File: src/rtl/accel_bin2bcd.sv
// Signed two's-complement to sign + 4-digit BCD, iterative double-dabble (one bit per clock).
// Latency W+1 cycles start-to-done; start ignored while busy; outputs held between conversions.
module accel_bin2bcd #(
    parameter int W     = 13,
    parameter bit BLANK = 1'b1
) (
    input  logic         clk,
    input  logic         rst_n,
    input  logic         start,
    input  logic [W-1:0] value,
    output logic         busy,
    output logic         done,
    output logic         neg,
    output logic [3:0]   bcd3,
    output logic [3:0]   bcd2,
    output logic [3:0]   bcd1,
    output logic [3:0]   bcd0
);
    localparam int            CW      = $clog2(W + 1);
    localparam logic [CW-1:0] LAST_IT = CW'(W - 1);
    localparam logic [CW-1:0] CNT_ONE = CW'(1);
    localparam logic [W:0]    ONE_EXT = (W + 1)'(1);

    typedef enum logic {S_IDLE, S_SHIFT} state_t;

    state_t        r_state, w_state_nxt;
    logic          w_load, w_last;
    logic [CW-1:0] r_cnt;
    logic [15:0]   r_bcd;
    logic [W-1:0]  r_mag;
    logic          r_sign, r_nz;
    logic [W:0]    w_sext, w_mag_full;
    logic [15:0]   w_adj, w_bcd_shift;
    logic [3:0]    w_d3, w_d2, w_d1;
    logic          r_busy, r_done, r_neg;
    logic [3:0]    r_bcd3, r_bcd2, r_bcd1, r_bcd0;

    always_ff @(posedge clk or negedge rst_n) begin
        if (!rst_n) r_state <= S_IDLE;
        else        r_state <= w_state_nxt;
    end

    always_comb begin
        w_state_nxt = r_state;
        w_load      = 1'b0;
        w_last      = 1'b0;
        case (r_state)
            S_IDLE: begin
                if (start) begin
                    w_load      = 1'b1;
                    w_state_nxt = S_SHIFT;
                end
            end
            S_SHIFT: begin
                if (r_cnt == LAST_IT) begin
                    w_last      = 1'b1;
                    w_state_nxt = S_IDLE;
                end
            end
            default: w_state_nxt = S_IDLE;
        endcase
    end

    // Negate at W+1 bits so the most negative input yields its true magnitude.
    assign w_sext     = {value[W-1], value};
    assign w_mag_full = value[W-1] ? (~w_sext + ONE_EXT) : w_sext;

    always_comb begin
        w_adj = r_bcd;
        for (int i = 0; i < 4; i++) begin
            if (r_bcd[4*i +: 4] >= 4'd5) w_adj[4*i +: 4] = r_bcd[4*i +: 4] + 4'd3;
        end
    end

    assign w_bcd_shift = {w_adj[14:0], r_mag[W-1]};

    always_ff @(posedge clk or negedge rst_n) begin
        if (!rst_n) begin
            r_cnt  <= '0;
            r_bcd  <= '0;
            r_mag  <= '0;
            r_sign <= 1'b0;
            r_nz   <= 1'b0;
        end else if (w_load) begin
            r_cnt  <= '0;
            r_bcd  <= '0;
            r_mag  <= w_mag_full[W-1:0];
            r_sign <= value[W-1];
            r_nz   <= |w_mag_full;
        end else if (r_state == S_SHIFT) begin
            r_cnt  <= r_cnt + CNT_ONE;
            r_bcd  <= w_bcd_shift;
            r_mag  <= {r_mag[W-2:0], 1'b0};
        end
    end

    // Leading-zero blanking stops at the first nonzero digit; units digit always shown.
    always_comb begin
        w_d3 = w_bcd_shift[15:12];
        w_d2 = w_bcd_shift[11:8];
        w_d1 = w_bcd_shift[7:4];
        if (BLANK && (w_bcd_shift[15:12] == 4'd0)) begin
            w_d3 = 4'hF;
            if (w_bcd_shift[11:8] == 4'd0) begin
                w_d2 = 4'hF;
                if (w_bcd_shift[7:4] == 4'd0) w_d1 = 4'hF;
            end
        end
    end

    always_ff @(posedge clk or negedge rst_n) begin
        if (!rst_n) begin
            r_busy <= 1'b0;
            r_done <= 1'b0;
            r_neg  <= 1'b0;
            r_bcd3 <= 4'hF;
            r_bcd2 <= 4'hF;
            r_bcd1 <= 4'hF;
            r_bcd0 <= 4'h0;
        end else begin
            r_busy <= (w_state_nxt == S_SHIFT);
            r_done <= w_last;
            if (w_last) begin
                r_neg  <= r_sign & r_nz;
                r_bcd3 <= w_d3;
                r_bcd2 <= w_d2;
                r_bcd1 <= w_d1;
                r_bcd0 <= w_bcd_shift[3:0];
            end
        end
    end

    assign busy = r_busy;
    assign done = r_done;
    assign neg  = r_neg;
    assign bcd3 = r_bcd3;
    assign bcd2 = r_bcd2;
    assign bcd1 = r_bcd1;
    assign bcd0 = r_bcd0;

endmodule

File: config.mk
export PLATFORM = sky130hd
export DESIGN_NAME = accel_bin2bcd
export DESIGN_NICKNAME = d
export VERILOG_FILES = /design/src/rtl/accel_bin2bcd.sv
export SDC_FILE = /design/constraint.sdc
export NUM_CORES = 1
export LEC_CHECK = 0
export ABC_AREA = 1
export ABC_CLOCK_PERIOD_IN_PS = 4500
export BUFFER_PORTS_ARGS = -buffer_cell sky130_fd_sc_hd__buf_2
export CORE_UTILIZATION = 58
export DETAILED_ROUTE_END_ITERATION = 10
export GPL_ROUTABILITY_DRIVEN = 0
export PLACE_DENSITY = 0.79
export SLEW_MARGIN = 10
export SYNTH_ARGS = -nofsm -noshare
export SYNTH_HDL_FRONTEND = slang
export SYNTH_SLANG_ARGS = --single-unit
File: constraint.sdc
create_clock -name clk -period 4.5 [get_ports clk]
set_input_delay 1.125 -clock clk [delete_from_list [all_inputs] [get_ports clk]]
set_output_delay 1.125 -clock clk [all_outputs]
set_load 0.1 [all_outputs]
Word-level counts from Yosys, hierarchy flattened
Index checks and enable logic that the tools add are counted.
- $add $sub $neg: 6
- multiply operators: 0
- div/mod/pow operators: 0
- $lt $le $gt $ge: 4
- equality and inequality tests: 1
- shift-type cells: 0
- muxes and demuxes: 23
- bitwise gates (word level): 3
- reduce and logical (&&, ||, !) cells: 5
- operators by type and width (operator ; count):
    4-bit 2-to-1 mux ; 11
    16-bit 2-to-1 mux ; 2
    13-bit 2-to-1 mux ; 2
    4-bit by 3-bit >= comparator with 1-bit output, second input constant ; 4
    14-bit by 1-bit adder with 14-bit output, second input constant ; 1
    14-bit 2-to-1 mux ; 1
    14-bit NOT ; 1
    14-bit OR reduction ; 1
    4-bit by 2-bit adder with 4-bit output, second input constant ; 3
    4-bit logical NOT ; 3
    1-bit 2-to-1 mux ; 5
    4-bit by 1-bit adder with 4-bit output, second input constant ; 1
    4-bit equality test, second input constant ; 1
    3-bit by 2-bit adder with 3-bit output, second input constant ; 1
    3-bit 2-to-1 mux ; 1
    1-bit one-hot mux with 2 select lines ; 1
    2-bit nonzero test ; 1
    1-bit bitwise AND ; 1
    1-bit NOT ; 1
- register bits after elaboration: 54
- bits in latches: 0
- memory bits (writable): 0
- ROM bits: 0
- input bits: 16
- output and inout port bits: 19
- word-level logic and storage cells: 54
- memories kept: 0

Logic depth before layout (Yosys ltp)
Gate-level depths: netlist of the first run.
- word-level depth: 6
- mapped depth: 13
- depth with buffers taken out: 13

Least setup slack after synthesis of the first run
OpenSTA, ideal clock, no wires.
- path type: input -> register
- start: input port value[0]
- end: register r_nz
- library setup time: 0.118 ns
- arrival time: 2.110 ns
- required time: 4.382 ns
- path slack: 2.272 ns
- cell stages on the path: 12
- path buffers: 0
- cell sequence: inv_1 -> ha_1 -> nand2_1 -> o21ai_0 -> nor2_1 -> nand2_1 -> nor2_1 -> nand3_1 -> nor2_1 -> nand2_1 -> nor2_1 -> nor2_1
- cells in the longest elaborated chain, start to end: 4
- ends and longest elaborated chain (item ; line ; text):
    from (decl) ; 10 ; input logic [W-1:0] value,
    14-bit NOT ; 66 ; assign w_mag_full = value[W-1] ? (~w_sext + ONE_EXT) : w_sext;
    14-bit by 1-bit adder with 14-bit output ; 66 ;
    14-bit 2-to-1 mux (*) ; 66 ;
    14-bit OR reduction (*) ; 89 ; r_nz <= |w_mag_full;
    to (signal assigned) ; 89 ;
    to (decl) ; 31 ; logic r_sign, r_nz;
Mark *: on every way between the ends. The rest lies on a longest branch, timed or not.
A chain may end at the register's enable or synchronous reset.

Final worst setup path of the first run
- start: register r_busy, in the netlist busy
- end: output port busy
- RTL lines (item ; line ; text):
    from (decl) ; 35 ; logic r_busy, r_done, r_neg;
    from (signal assigned) ; 121 ; r_busy <= (w_state_nxt == S_SHIFT);
    to (decl) ; 11 ; output logic busy,
No word-level cell between the ends.

==> results of run 1 <==
Yosys cell counts, drive strengths merged:
| library cell | number |
|---|---|
| nand2 | 101 |
| inv | 51 |
| nor2 | 43 |
| dfrtp | 42 |
| o21ai | 34 |
| nand3 | 22 |
| o22ai | 14 |
| dfstp | 12 |
| a21oi | 11 |
| a22oi | 11 |
| ha | 11 |
| buf | 7 |
| a31oi | 5 |
| clkbuf | 3 |
| xor2 | 3 |
| a21boi | 1 |
| and2 | 1 |
| clkinv | 1 |
| nand3b | 1 |
| nand4 | 1 |
| nor3 | 1 |
| o21a | 1 |
worst min-delay path, delay by kind of cell (launching register included):
kind          cells  cell delay (ps)
flops             1              350
simple gates      2              100
sequential cells by signal, indices dropped and copies added, names as in the netlist, 4 cells and up:
register	cells
r_bcd	16
r_mag	13
bcd1	4
bcd2	4
bcd3	4
bcd0	4
r_cnt	4
metrics by stage:
step                      setup WS [ps]  area [um2]  hold WS, ps
after floorplan                    2270        2940          453
after global placement             1980        3150          459
after detailed placement           1950        3150          465
after CTS                          1750        3260          490
after global routing               1690        3260          504
final                              1760        3260          486
final cells by class:
type | instances | area (um2) | area share [%]
flip-flops and latches | 54 | 1370 | 41.9
multi-input cells | 261 | 1330 | 40.8
inverters | 52 | 195 | 5.98
repair buffers | 35 | 178 | 5.44
well taps | 67 | 83.8 | 2.57
clock buffers | 6 | 72.6 | 2.22
clock inverters | 2 | 37.5 | 1.15
per-layer routing:
layer / up-vias / wire length (um)
met5: - / 0
met4: 0 / 111
met3: 11 / 197
met2: 51 / 3020
met1: 1158 / 2450
li1: 1282 / -
cells by family (layout without fill, tap and decap cells):
group | count (synthesis) | after routing
and+or+nand+nor | 170 | 170
AOI/OAI and AO/OA | 77 | 77
buffers and inverters | 62 | 95
DFF | 54 | 54
adders and majority gates | 11 | 11
xor gates and xnor gates | 3 | 3
final timing paths:
check | from | to | depth (start not counted)
setup / recovery | busy$_DFF_PN0_ | busy | 1
hold / removal | bcd0[0]$_DFFE_PN0P_ | bcd0[0]$_DFFE_PN0P_ | 2
setup reg to reg | busy$_DFF_PN0_ | bcd2[1]$_DFFE_PN1P_ | 6
hold reg to reg | bcd0[0]$_DFFE_PN0P_ | bcd0[0]$_DFFE_PN0P_ | 2
max in group asynchronous | rst_n | bcd2[3]$_DFFE_PN1P_ | 2
min in group asynchronous | rst_n | bcd0[1]$_DFFE_PN0P_ | 1
==> summary.txt, run 1 <==
Max-cap violation count -> 0
Worst hold path type -> flop to flop
Largest cells by area after synthesis -> sky130_fd_sc_hd__dfrtp_1 (36%), sky130_fd_sc_hd__nand2_1 (13%), sky130_fd_sc_hd__dfstp_2 (11%), sky130_fd_sc_hd__inv_1 (6.4%), sky130_fd_sc_hd__nor2_1 (5.1%)
Slowest stage cell on the critical path -> sky130_fd_sc_hd__dfrtp_1
CTS hold repair buffers -> 0
Kind of launch point of the worst setup path -> flop
Clock Sink Count -> 54
Synthesized-area fraction occupied by adder cells -> 4.68%
Total setup violations reported at the end of the flow -> 0
Final hold viol count -> 0
Net count of the finished layout -> 436
Y dimension of the die -> 73.2 um
Final routed DRC violation total -> 0
Part of the Yosys area used for sequential elements -> 46.5%
CP Class -> flop to output port
H-tree level count -> 2
Xor/xnor cell area share of the yosys netlist -> 1.40%
Number of detailed-route iterations in the first pass -> 4
Final critical delay including setup and external delays -> 2740 ps
Status -> finished clean
Global Route met1 Usage -> 27.9%
Std-Cell Rows -> 25
Clock latency on the worst-skew pair -> 310 ps
First-pass GRT wire length -> 10000 um
Commonest non-fill, non-tap cell in the layout -> sky130_fd_sc_hd__nand2_1
GR Util met2 -> 43.3%
Mean instance size in the synthesized netlist -> 7.80 um2
Share of synthesized area spent on multiplexers -> 0%
Maximum frequency from static timing analysis -> 365 MHz
Post-synthesis cell area -> 2940 um2
Routed via count -> 2502
Crit path arrival time -> 1620 ps
Post-synth cell types -> 29
Critical path required time -> 3380 ps
I/O pin count -> 35
Most Crowded Layer GR -> met2
Number of inserted filler cells in the final layout -> 414
Cells resized by post-CTS repair -> 0
Largest stage delay, worst path -> 760 ps
Detailed-route wire length per cell -> 12.1 um
Vias per cell -> 5.25
Largest net degree at the start of global routing -> 47
DRT Wirelength -> 5780 um
Top cell type by total area after synthesis -> sky130_fd_sc_hd__dfrtp_1
Basic-gate share of the synthesized area counting and, or, nand and nor cells -> 24.1%
Share of the cycle needed by the critical path after routing -> 60.9%
Drt first-iter violations -> 137
Max Fanout on Critical Path -> 21
Total Neg Setup Slack -> 0 ps
Number of inserted diodes -> 0
Buf/Inv on CP -> 1
Largest family of logic cells by synthesized area -> simple AND/OR/NAND/NOR gates
Initial core utilization -> 61.4%
Tightest Pin Transition -> 955 ps
CTS buffer count -> 5
Vias in the first global route -> 2421
Most used cells in the layout excluding fill and tap cells -> sky130_fd_sc_hd__nand2_1 (99), sky130_fd_sc_hd__inv_1 (50), sky130_fd_sc_hd__dfrtp_1 (42)
Non-filler cells, final -> 477
Setup bufs post-CTS -> 0
Core ar. -> 4790 um2
Dpl cells -> 469
Setup slack, reg-to-reg -> 2260 ps
Combined global-route utilization of all metal layers -> 24.1%
Fraction of the mapped netlist area in compound gates -> 15.0%
Post-route core utilization -> 68.2%
Final antenna-violating net count -> 0
Layout Area Growth over Synthesis -> 11.0%
Met3 usage in global routing -> 4.14%
Setup repair after global routing missed its margin -> no
Number of max-slew violations in the final report -> 0
Die area -> 5360 um2
Clock Skew -> 6.79 ps
Relative slew margins -> 36.3%
Proportion of netlist area held by the largest area contributor -> 35.7%
Ordered cell list for the critical path -> buf_2
Port buffer count -> 34
TritonCTS clock tree -> yes
Post-DP HPWL -> 4280 um
Largest buffer count on any clock path -> 2
Die Wd -> 73.2 um
Nature of the critical path endpoint -> output port
Antenna violations before repair -> 0
Synthesized netlist cell count -> 377
Number of flip-flops and latches in the synthesized netlist -> 54
Synthesized netlist net count -> 404
Share of final-layout standard cells stronger than drive strength 1 -> 16.3%
Clk Tree Root Cell -> sky130_fd_sc_hd__clkbuf_8
Global route overflow -> 0
Warnings from Yosys -> 0
Clock input transition at the sequential cells of the worst setup and hold paths -> 90 ps
CP delay by family, top -> flip-flops
Power of run 1 is not shown: default switching activity piles up to over one toggle a cycle in this logic, so the estimate is an artifact.
==> run 2: changes to the inputs <==
ABC_CLOCK_PERIOD_IN_PS = 2800   (was 4500)
clock period = 2.8 ns   (was 4.5 ns; I/O delays follow)
==> summary.txt, run 2 (synthesized netlist as in run 1, its figures left out) <==
Flip-flop count of the largest register, all copies and words added -> 16
Setup repair after global routing missed its margin -> no
CP Class -> flop to output port
Final antenna-violating net count -> 0
Clock input transition at the sequential cells of the worst setup and hold paths -> 90 ps
Final routed DRC violation total -> 0
Net count of the finished layout -> 439
TritonCTS clock tree -> yes
Biggest regs -> r_bcd: 16 flops, r_mag: 13 flops
Std-Cell Rows -> 25
Final hold viol count -> 0
Detailed-route wire length per cell -> 12.3 um
Worst hold path type -> flop to flop
I/O pin count -> 35
Reg-to-reg critical path startpoint -> busy$_DFF_PN0_
CTS buffer count -> 5
Crit path arrival time -> 1370 ps
Number of detailed-route iterations in the first pass -> 4
Launch instance of the worst min-delay path -> bcd0[1]$_DFFE_PN0P_
Final critical delay including setup and external delays -> 2070 ps
Slowest stage cell on the critical path -> sky130_fd_sc_hd__dfrtp_1
Relative slew margins -> 56.7%
Largest reg by FF count -> r_bcd
First-pass GRT wire length -> 10100 um
Initial core utilization -> 61.4%
Clk Tree Root Cell -> sky130_fd_sc_hd__clkbuf_8
Status -> finished clean
Tightest Pin Transition -> 650 ps
Kind of launch point of the worst setup path -> flop
Met1 layer wirelength in the final routing -> 2550 um
Setup slack after placement -> 753 ps
H-tree level count -> 2
Ordered cell list for the critical path -> buf_2
Post-DP HPWL -> 4240 um
Y dimension of the die -> 73.2 um
Max Fanout on Critical Path -> 10
Die Wd -> 73.2 um
Commonest non-fill, non-tap cell in the layout -> sky130_fd_sc_hd__nand2_1
Layout Area Growth over Synthesis -> 11.6%
Clock Sink Count -> 54
Share of the cycle needed by the critical path after routing -> 74.0%
CP delay by family, top -> flip-flops
Buf/Inv on CP -> 1
Largest buffer count on any clock path -> 2
Number of inserted filler cells in the final layout -> 411
Worst setup slack after layout -> 727 ps
Cells resized by post-CTS repair -> 0
Total setup violations reported at the end of the flow -> 0
Port buffer count -> 34
Crit path from -> busy$_DFF_PN0_
Number of max-slew violations in the final report -> 0
Largest net degree at the start of global routing -> 55
Vias per cell -> 5.27
Most used cells in the layout excluding fill and tap cells -> sky130_fd_sc_hd__nand2_1 (99), sky130_fd_sc_hd__inv_1 (50), sky130_fd_sc_hd__dfrtp_1 (42)
Die area -> 5360 um2
Combined global-route utilization of all metal layers -> 24.6%
Clock latency on the worst-skew pair -> 310 ps
Routed met3 length -> 165 um
Share of final-layout standard cells stronger than drive strength 1 -> 16.7%
Setup bufs post-CTS -> 0
Global route overflow -> 0
Routed via count -> 2530
Maximum frequency from static timing analysis -> 482 MHz
CTS hold repair buffers -> 0
Core ar. -> 4790 um2
Antenna violations before repair -> 0
Nature of the critical path endpoint -> output port
Number of inserted diodes -> 0
DRT Wirelength -> 5930 um
Top routing layer used -> met4
Largest stage delay, worst path -> 560 ps
Total Neg Setup Slack -> 0 ps
Met2 routed WL -> 3090 um
Drt first-iter violations -> 141
Max-cap violation count -> 0
Clock Skew -> 10.7 ps
Critical path required time -> 2100 ps
Vias in the first global route -> 2382
[run 2: cell count changes in the layout (fill, tap and decap cells not counted), sizes merged]
| cell | change |
|---|---|
| clkbuf | +1 |
| buf | +3 |
| clkinvlp | -1 |
[run 2: path summary, 6_finish.rpt]
check	to	slack (ps)	cells past startpoint
setup / recovery	busy	730	1
hold / removal	bcd0[1]$_DFFE_PN0P_	490	2
hold reg to reg	bcd0[1]$_DFFE_PN0P_	490	2
setup reg to reg	bcd2[1]$_DFFE_PN1P_	770	6
min in group asynchronous	done$_DFF_PN0_	500	2
max in group asynchronous	r_bcd[12]$_DFFE_PN0P_	1880	2
[run 2: area by class of cell]
type | instances | area, um2 | share of cell area (%)
clock buffer | 7 | 76.3 | 2.33
clock inverter | 1 | 30.0 | 0.915
inverter | 52 | 195 | 5.95
multi-input combinational | 261 | 1330 | 40.5
sequential | 54 | 1370 | 41.6
tap | 67 | 83.8 | 2.55
timing repair buffer | 38 | 200 | 6.10
[run 2: metrics by stage]
step / utilization [%] / cells / hold WS [ps] / instance area, um2
finish: 68.6 / 480 / 493 / 3280
global route: 68.6 / 480 / 512 / 3280
CTS: 68.6 / 480 / 491 / 3280
detailed placement: 66.4 / 472 / 470 / 3180
global placement: 66.4 / 472 / 460 / 3180
floorplan: - / 377 / 404 / 2940
[run 2: worst reg2reg max path: stages (launching register included)]
cell                      delay (ps)
sky130_fd_sc_hd__dfrtp_1         560
sky130_fd_sc_hd__nand2_1          90
sky130_fd_sc_hd__inv_1            90
sky130_fd_sc_hd__nand3_2         310
sky130_fd_sc_hd__inv_1           610
sky130_fd_sc_hd__and2_2          250
sky130_fd_sc_hd__a21oi_1          60
[run 2: layer usage]
| metal | track usage [%] | up-vias |
|---|---|---|
| met3 | 4.97 | 11 |
| met2 | 44.4 | 45 |
| li1 | - | 1296 |
| met1 | 27.3 | 1178 |
| met5 | 0 | - |
| met4 | 12.4 | 0 |
Power of run 2 is left out for the same reason.
==> run 3: changes to the inputs <==
ABC_CLOCK_PERIOD_IN_PS = 1900   (was 2800)
CORE_UTILIZATION = 52   (was 58)
PLACE_DENSITY = 0.75   (was 0.79)
clock period = 1.9 ns   (was 2.8 ns; I/O delays follow)
==> summary.txt, run 3 (synthesized netlist as in run 1, its figures left out) <==
Terminus of the critical flop-to-flop path -> bcd1[2]$_DFFE_PN1P_
Post-DP HPWL -> 4300 um
Status -> finished clean
Max-cap violation count -> 0
Die Wd -> 77.2 um
Clock Skew -> 4.00 ps
Share of the cycle needed by the critical path after routing -> 95.8%
H-tree level count -> 2
TritonCTS clock tree -> yes
Clock input transition at the sequential cells of the worst setup and hold paths -> 90 ps
CTS buffer count -> 5
Final critical delay including setup and external delays -> 1820 ps
Net count of the finished layout -> 446
Setup slack, reg-to-reg -> 80 ps
Number of inserted filler cells in the final layout -> 513
CTS hold repair buffers -> 0
Biggest regs -> r_bcd: 16 flops, r_mag: 13 flops
Clk Tree Root Cell -> sky130_fd_sc_hd__clkbuf_8
Std-Cell Rows -> 27
Flip-flop count of the largest register, all copies and words added -> 16
Crit path from -> r_bcd[8]$_DFFE_PN0P_
Worst Hold Slack -> 147 ps
Crit path arrival time -> 2060 ps
Layout Area Growth over Synthesis -> 15.7%
Y dimension of the die -> 77.2 um
Max Fanout on Critical Path -> 4
Worst hold path type -> primary input to asynchronous set/reset pin
First-pass GRT wire length -> 10300 um
Commonest non-fill, non-tap cell in the layout -> sky130_fd_sc_hd__nand2_1
Core ar. -> 5470 um2
Most used cells in the layout excluding fill and tap cells -> sky130_fd_sc_hd__nand2_1 (98), sky130_fd_sc_hd__inv_1 (48), sky130_fd_sc_hd__dfrtp_1 (41)
Initial core utilization -> 53.7%
Largest buffer count on any clock path -> 2
Port buffer count -> 34
Final routed DRC violation total -> 0
I/O pin count -> 35
Vias per cell -> 5.20
Number of max-slew violations in the final report -> 0
CP Class -> flop to flop
R2r worst-path depth -> 10
Kind of launch point of the worst setup path -> flop
Final antenna-violating net count -> 0
Global route overflow -> 0
Number of detailed-route iterations in the first pass -> 4
Setup slack after placement -> 60.6 ps
Clock Sink Count -> 54
Die area -> 5960 um2
Largest reg by FF count -> r_bcd
Detailed-route wire length per cell -> 12.2 um
Worst setup slack after layout -> 79.4 ps
Nature of the critical path endpoint -> flop
Clock latency on the worst-skew pair -> 300 ps
Antenna violations before repair -> 0
Number of inserted diodes -> 0
Maximum frequency from static timing analysis -> 549 MHz
Drt first-iter violations -> 131
Routed via count -> 2558
Combined global-route utilization of all metal layers -> 21.5%
Reg-to-reg critical path startpoint -> r_bcd[8]$_DFFE_PN0P_
Final hold viol count -> 0
Relative slew margins -> 61.8%
DRT Wirelength -> 6030 um
Tightest Pin Transition -> 573 ps
Share of final-layout standard cells stronger than drive strength 1 -> 21.4%
Total setup violations reported at the end of the flow -> 0
Vias in the first global route -> 2455
Largest net degree at the start of global routing -> 55
Critical path required time -> 2140 ps
-- run 3: layout make-up --
class | instances | area, um2 | share of cell area (%)
clock buffer | 7 | 96.3 | 2.83
clock inverter | 1 | 3.75 | 0.110
inverter | 52 | 195 | 5.74
multi-input combinational | 261 | 1380 | 40.7
sequential | 54 | 1370 | 40.2
tap | 72 | 90.1 | 2.65
timing repair buffer | 45 | 265 | 7.80
-- run 3: worst max-delay path, cell delays in order (launching register included) --
cell                      delay, ps
sky130_fd_sc_hd__dfrtp_1        410
sky130_fd_sc_hd__inv_1          140
sky130_fd_sc_hd__ha_1           180
sky130_fd_sc_hd__inv_1           50
sky130_fd_sc_hd__nand2_2         90
sky130_fd_sc_hd__nand3_2        130
sky130_fd_sc_hd__xor2_2         200
sky130_fd_sc_hd__nand2_1        110
sky130_fd_sc_hd__nor2_4         160
sky130_fd_sc_hd__nand3_4        130
sky130_fd_sc_hd__a21oi_2        150
-- run 3: metal layers --
layer	global-route usage, %	wire length [um]	up-vias	share of wire (%)
met5	0	0	-	0
met4	9.06	99	0	1.6
met3	2.98	207	10	3.4
met2	38.8	3120	52	52
met1	25.4	2600	1188	43
li1	-	-	1308	-
-- run 3: worst max path at each step --
stage / endpoint / slack (ps)
2_1_floorplan: r_nz$_DFFE_PN0P_ / 240
3_3_place_gp: r_nz$_DFFE_PN0P_ / 140
3_5_place_dp: r_nz$_DFFE_PN0P_ / 60
4_1_cts: bcd1[0]$_DFFE_PN1P_ / 80
5_1_grt: bcd1[2]$_DFFE_PN1P_ / -50
6_report: bcd1[2]$_DFFE_PN1P_ / 80
-- run 3: timing repair --
| item | in CTS | in global routing |
|---|---|---|
| setup buffers | 0 | 2 |
| gates resized for setup | 0 | 16 |
| setup endpoints to repair | 0 | 8 |
| endpoints found under the hold margin | 0 | 0 |
-- run 3: per-stage QoR --
stage                     utilization [%]  std cells  instance area, um2  setup TNS [ps]
after floorplan                         -        377                2940               0
after global routing                 62.2        492                3400            -173
final                                62.2        492                3400               0
after global placement               59.1        482                3230               0
after detailed placement             59.1        482                3230               0
after CTS                            60.9        490                3330               0
Power of run 3 is left out for the same reason.
